<file path="src/rtl/router_out_arbiter_if.sv">
// Handshake bundle between the per-port input FIFO heads, the output FIFO
// and the round-robin output arbiter.
interface router_out_arbiter_if #(
  parameter int unsigned NPORTS = 4,
  parameter int unsigned DW     = 8
);
  logic [NPORTS-1:0]    req;
  logic [NPORTS*DW-1:0] in_data;
  logic [NPORTS-1:0]    in_last;
  logic                 out_full;
  logic [NPORTS-1:0]    rd_en;
  logic                 out_wr;
  logic [DW-1:0]        out_data;
  logic [NPORTS-1:0]    grant;
  logic                 busy;
  logic                 len_err;

  modport master (
    output req, in_data, in_last, out_full,
    input  rd_en, out_wr, out_data, grant, busy, len_err
  );

  modport slave (
    input  req, in_data, in_last, out_full,
    output rd_en, out_wr, out_data, grant, busy, len_err
  );
endinterface

</file>
<file path="src/rtl/router_out_arbiter.sv">
// Round-robin packet arbiter: one input port owns the output until its tail
// flit (or MAXLEN flits) has been written; one idle cycle between packets.
module router_out_arbiter #(
  parameter int unsigned NPORTS = 4,
  parameter int unsigned DW     = 8,
  parameter int unsigned MAXLEN = 16
) (
  input logic            clk,
  input logic            rst,
  router_out_arbiter_if.slave bus
);
  localparam int unsigned PW = (NPORTS > 1) ? $clog2(NPORTS) : 1;
  localparam int unsigned CW = $clog2(MAXLEN + 1);

  typedef enum logic {IDLE = 1'b0, XFER = 1'b1} state_t;

  state_t            state_q, state_d;
  logic [NPORTS-1:0] grant_q, grant_d;
  logic [PW-1:0]     ptr_q, ptr_d;
  logic [CW-1:0]     cnt_q, cnt_d;
  logic              len_err_q, len_err_d;
  logic [PW-1:0]     owner;
  logic [PW-1:0]     sel;
  logic [PW-1:0]     cand;
  logic              found;
  logic              xfer;

  // First requester searching upward from ptr+1, wrapping modulo NPORTS.
  always_comb begin
    sel   = '0;
    found = 1'b0;
    cand  = '0;
    for (int unsigned k = 1; k <= NPORTS; k++) begin
      cand = PW'((32'(ptr_q) + k) % NPORTS);
      if (!found && bus.req[cand]) begin
        sel   = cand;
        found = 1'b1;
      end
    end
  end

  // Index of the current owner, decoded from the one-hot grant.
  always_comb begin
    owner = '0;
    for (int unsigned i = 0; i < NPORTS; i++) begin
      if (grant_q[i]) owner = PW'(i);
    end
  end

  always_comb begin
    state_d      = state_q;
    grant_d      = grant_q;
    ptr_d        = ptr_q;
    cnt_d        = cnt_q;
    len_err_d    = 1'b0;
    xfer         = 1'b0;
    bus.rd_en    = '0;
    bus.out_wr   = 1'b0;
    bus.out_data = '0;
    case (state_q)
      IDLE: begin
        if (found) begin
          state_d = XFER;
          grant_d = NPORTS'(1) << sel;
          cnt_d   = '0;
        end
      end
      XFER: begin
        // Reset gating keeps a packet aborted by rst from losing a flit.
        xfer = bus.req[owner] && !bus.out_full && !rst;
        if (xfer) begin
          bus.rd_en[owner] = 1'b1;
          bus.out_wr       = 1'b1;
          bus.out_data     = bus.in_data[32'(owner)*DW +: DW];
          cnt_d            = cnt_q + CW'(1);
          if (bus.in_last[owner] || (cnt_q == CW'(MAXLEN - 1))) begin
            state_d   = IDLE;
            grant_d   = '0;
            ptr_d     = owner;
            len_err_d = !bus.in_last[owner];
          end
        end
      end
      default: state_d = IDLE;
    endcase
  end

  always_ff @(posedge clk) begin
    if (rst) begin
      state_q   <= IDLE;
      grant_q   <= '0;
      ptr_q     <= PW'(NPORTS - 1);
      cnt_q     <= '0;
      len_err_q <= 1'b0;
    end else begin
      state_q   <= state_d;
      grant_q   <= grant_d;
      ptr_q     <= ptr_d;
      cnt_q     <= cnt_d;
      len_err_q <= len_err_d;
    end
  end

  assign bus.grant   = grant_q;
  assign bus.busy    = (state_q == XFER);
  assign bus.len_err = len_err_q;
endmodule

</file>
<file path="src/flat_wrapper.sv">
// flat-port wrapper written by rule: the top's interface ports become plain ports
module router_out_arbiter_flat 
#(
  parameter int unsigned NPORTS = 4,
  parameter int unsigned DW     = 8,
  parameter int unsigned MAXLEN = 16
)
  (clk, rst, bus_req, bus_in_data, bus_in_last, bus_out_full, bus_rd_en, bus_out_wr, bus_out_data, bus_grant, bus_busy, bus_len_err);
  router_out_arbiter_if #(.NPORTS(NPORTS), .DW(DW)) bus_i ();
  input logic clk;
  input logic rst;
  input wire logic [$bits(bus_i.req)-1:0] bus_req;
  input wire logic [$bits(bus_i.in_data)-1:0] bus_in_data;
  input wire logic [$bits(bus_i.in_last)-1:0] bus_in_last;
  input wire logic [$bits(bus_i.out_full)-1:0] bus_out_full;
  output wire logic [$bits(bus_i.rd_en)-1:0] bus_rd_en;
  output wire logic [$bits(bus_i.out_wr)-1:0] bus_out_wr;
  output wire logic [$bits(bus_i.out_data)-1:0] bus_out_data;
  output wire logic [$bits(bus_i.grant)-1:0] bus_grant;
  output wire logic [$bits(bus_i.busy)-1:0] bus_busy;
  output wire logic [$bits(bus_i.len_err)-1:0] bus_len_err;
  assign bus_i.req = bus_req;
  assign bus_i.in_data = bus_in_data;
  assign bus_i.in_last = bus_in_last;
  assign bus_i.out_full = bus_out_full;
  assign bus_rd_en = bus_i.rd_en;
  assign bus_out_wr = bus_i.out_wr;
  assign bus_out_data = bus_i.out_data;
  assign bus_grant = bus_i.grant;
  assign bus_busy = bus_i.busy;
  assign bus_len_err = bus_i.len_err;
  router_out_arbiter #(.NPORTS(NPORTS), .DW(DW), .MAXLEN(MAXLEN)) u_core (.clk(clk), .rst(rst), .bus(bus_i));
endmodule
</file>
<file path="config.mk">
export PLATFORM = sky130hd
export DESIGN_NAME = router_out_arbiter_flat
export DESIGN_NICKNAME = d
export VERILOG_FILES = /design/src/rtl/router_out_arbiter_if.sv /design/src/rtl/router_out_arbiter.sv /design/src/flat_wrapper.sv
export SDC_FILE = /design/constraint.sdc
export NUM_CORES = 1
export LEC_CHECK = 0
export BUFFER_PORTS_ARGS = -buffer_cell sky130_fd_sc_hd__buf_2
export CAP_MARGIN = 30
export CORE_MARGIN = 10
export CORE_UTILIZATION = 44
export DETAILED_ROUTE_END_ITERATION = 7
export GPL_ROUTABILITY_DRIVEN = 1
export GPL_TIMING_DRIVEN = 0
export PLACE_DENSITY = 0.8
export SKIP_CTS_REPAIR_TIMING = 1
export SLEW_MARGIN = 10
export SYNTH_ARGS = -nofsm -noshare
export SYNTH_HDL_FRONTEND = slang
export SYNTH_SLANG_ARGS = --single-unit
export TNS_END_PERCENT = 10
</file>
<file path="constraint.sdc">
create_clock -name clk -period 1.7 [get_ports clk]
set_input_delay 0 -clock clk [delete_from_list [all_inputs] [get_ports clk]]
set_output_delay 0 -clock clk [all_outputs]
set_load 0.005 [all_outputs]
</file>
==> run summary <==
The register area share after synthesis is 23.7%. By instance count, the leading cell after synthesis is sky130_fd_sc_hd__mux2i_1. The H-tree depth reported by CTS is 1.

Launch point of the worst reg-to-reg path: u_core.bus.grant[1]. The startpoint identified for the worst hold timing path is bus_out_full. The cell count after synthesis came out at 137.

During I/O placement, the number of pins put on the boundary was 62. On the final layout, the worst clock skew is 0.00878 ns. In this design, the stage delay of the slowest critical-path cell is 0.43 ns. In this run the horizontal extent of the chip is 70.0 um. Setup repair after global routing could not meet its margin everywhere. The worst setup path is launched from a register.

The cell depth of the worst hold path works out to 4. Counting flops and latches in the post-synthesis netlist gives 13. Entering global routing, the biggest net connects 11 pins. The height of the die is 70.0 um. The number of nets handed over by synthesis was 182.

The ratio of cells with drive above 1 in the final layout was 45.6%. The post-DP HPWL is 2900 um. The run gives 0 as the total DRC errors in the routed layout.

The top cell family by delay on the critical path was simple AND/OR/NAND/NOR gates. The number of buffers and inverters on the critical path was 1. The first global-routing pass estimated 5630 um of wire. In this run the static leakage power is 0.720 nW. The tools report the count of endpoints failing hold in the final timing report as 0.

The warning count from the yosys run is 0, and the placer's final routability congestion estimate is 0.860. The critical path goes through mux2i_4, o311ai_4, nand2_2, nor4b_2, buf_2. Compared with the post-synthesis result, the final layout area differs by 42.0%. The synthesized design spends more area on one cell type than any other, namely sky130_fd_sc_hd__dfxtp_1.

The final max-slew violation count came out at 0. Once the floorplan was initialized, standard cells occupied 45.2% of the core. Ratio of final minimum period to clock period: 109%. After clock tree synthesis, the clock-pin slew on the worst setup and hold paths is 0.08 ns. The power density over the cells was 516 mW/mm^2.

The reg2reg setup slack came out at 0 ns. The run gives 0 as the total congestion overflow after global routing. Slowest cell on the critical path: sky130_fd_sc_hd__o311ai_4. Once detail routing completed, the nets flagged for antenna violations numbered 0. The detailed router placed 1306 vias in this run. The required arrival time at the worst endpoint is 1.70 ns. The checks that failed: setup timing. The number of diodes came out at 0. The tools report the detailed-route wire length as 3610 um.

TritonCTS built the clock tree. In this run the worst path has a maximum fanout of 6. The tools report the worst path setup slack after routing as -0.155 ns. Endpoint type of the worst setup path: an output port. The first detailed-routing pass ran for 4 iterations. Root cell of the clock tree: sky130_fd_sc_hd__clkbuf_4. Max-cap violations in this run came to 0. The fraction of post-synthesis cell area in the top cell type by area is 23.7%, and the worst slew margin relative to its limit is 67.4%. The most critical setup path has its startpoint at u_core.bus.grant[1]. In the final routed layout, each cell accounts on average for 15.3 um. The worst hold-check path type is input port to register. The time the worst path needs with I/O delays and setup was 1.85 ns. Counting flops with a built-in enable in the synthesized netlist gives 0.

Power comes to 807 uW. The critical path runs through a total of 5 cells. After synthesis, the netlist uses 37 different library cells. Sorting the synthesized cells by area gives the leading types as sky130_fd_sc_hd__dfxtp_1, sky130_fd_sc_hd__mux2i_1, sky130_fd_sc_hd__nor2_1. In the synthesized netlist the async set-or-reset flop fraction comes to 0%. The via count of the first global-routing pass was 1338; the full die area was 0.00490 mm^2. The clock latency on the worst-skew pair is 0.28 ns, and the transition at the pin with the smallest max-transition slack is 0.486 ns. The depth of the worst register-to-register path works out to 5. The cell area that synthesis handed to floorplanning was 0.00110 mm^2. The flow ran to the end, but the final reports show violations.

For this run, the share of the core covered by cells in the final layout is 64.2%. For this run, the leading register cell type out of synthesis is sky130_fd_sc_hd__dfxtp_1. Data on the critical path arrives at its endpoint at 1.85 ns. Across the VDD grid, the largest voltage drop is 318 uV. The tools report the initial antenna violation count as 0. Via-per-instance ratio: 5.53.

The floorplan step defined a core boundary enclosing 0.00243 mm^2. The number of buffer cells added on primary ports is 60. For the count of clock tree sinks, the log shows 13. The final layout contains 252 nets.

Worst-case clock buffer depth: 2. The type of the worst setup path was register to output port. Setup violations remaining at the end of the flow were counted as 13. Global routing used 13.2% of the available tracks.

The run gives 3 as the CTS buffer count. In the synthesized netlist, the cells that appear most often are sky130_fd_sc_hd__mux2i_1, sky130_fd_sc_hd__dfxtp_1, sky130_fd_sc_hd__nor2_1. The average instance in the mapped netlist occupies 8.03 um^2.

For the floorplan row count, the log shows 18. The maximum operating frequency is 0.539 GHz. For this block, the initial DRC count from the detailed router was 67. Fill cells in the final layout number 215.
registers in the layout, indices dropped and copies added, names as in the netlist:
register / flops
u_core.bus.busy: 1
u_core.bus.grant: 4
u_core.bus.len_err: 1
u_core.cnt_q: 5
u_core.ptr_q: 2
report_power, final:
part | internal, mW | total, mW | leakage (nW) | switching (mW)
clock network | 0.0912 | 0.192 | 0.0150 | 0.100
registers | 0.317 | 0.331 | 0.107 | 0.0148
logic | 0.141 | 0.284 | 0.598 | 0.142
total | 0.549 | 0.807 | 0.720 | 0.257
per-layer routing:
layer,routed length [um],up-vias,global-route usage (%),share of wire (%)
li1,-,640,-,-
met1,1410,602,13.4,39
met2,1820,57,24.1,50
met3,313,7,4.94,8.7
met4,70,0,4.61,1.9
met5,0,-,0,0
logic make-up (layout without fill, tap and decap cells):
logic type | count (synthesis) | in the layout | share of synthesized area [%]
simple gates | 53 | 53 | 24.1
compound gates | 31 | 31 | 22.8
fa+ha+maj | 2 | 2 | 2.27
flops | 13 | 13 | 23.7
buf+inv | 16 | 85 | 6.83
mux | 22 | 22 | 20.4
worst register-to-register path: stages (launching register included):
cell	delay [ns]
sky130_fd_sc_hd__dfxtp_4	0.37
sky130_fd_sc_hd__mux2i_4	0.20
sky130_fd_sc_hd__o311ai_4	0.43
sky130_fd_sc_hd__buf_4	0.19
sky130_fd_sc_hd__o211ai_2	0.14
sky130_fd_sc_hd__a32o_1	0.27
path summary, 6_finish.rpt:
path | endpoint
hold reg to reg | u_core.cnt_q[3]
setup / recovery | bus_rd_en[1]
setup reg to reg | u_core.bus.grant[1]
hold / removal | u_core.cnt_q[1]
final cells by class:
type                       instances  area [um^2]  share of cell area [%]
inverter                           7         26.3                    1.68
multi-input combinational        108          805                    51.5
sequential                        13          267                    17.1
clock buffer                       4         26.3                    1.68
buffer                             8         45.0                    2.88
timing repair buffer              66          355                    22.8
tap                               30         37.5                    2.40
cell usage in the layout, fill, tap and decap left out, types with 3 or more instances in the layout:
master and n:
sky130_fd_sc_hd__and3_1 4, sky130_fd_sc_hd__nor2_1 6, sky130_fd_sc_hd__clkbuf_4 3, sky130_fd_sc_hd__nor3_1 3
sky130_fd_sc_hd__buf_4 6, sky130_fd_sc_hd__a21oi_1 5, sky130_fd_sc_hd__or3_1 3, sky130_fd_sc_hd__dfxtp_1 10
sky130_fd_sc_hd__buf_2 61, sky130_fd_sc_hd__o21ai_0 9, sky130_fd_sc_hd__nand2b_1 3, sky130_fd_sc_hd__buf_6 3
sky130_fd_sc_hd__inv_1 6, sky130_fd_sc_hd__nand2_1 10, sky130_fd_sc_hd__clkbuf_1 3, sky130_fd_sc_hd__nor2_2 7
sky130_fd_sc_hd__mux2i_1 21, sky130_fd_sc_hd__o211ai_1 4, sky130_fd_sc_hd__nand3_1 8
stage by stage:
stage	instance area (um^2)	worst slack, ns	std cells	TNS (ns)	hold WS (ns)
after detailed placement	1440	-0.0328	227	-0.0469	0.315
after CTS	1460	-0.300	231	-3.31	0.101
after floorplan	1100	0.204	137	0	0.149
after global routing	1560	-0.252	236	-2.35	0.114
final	1560	-0.155	236	-1.33	0.0792
after global placement	1440	0.0155	227	0	0.317
Power figures use the tool's default switching activity.
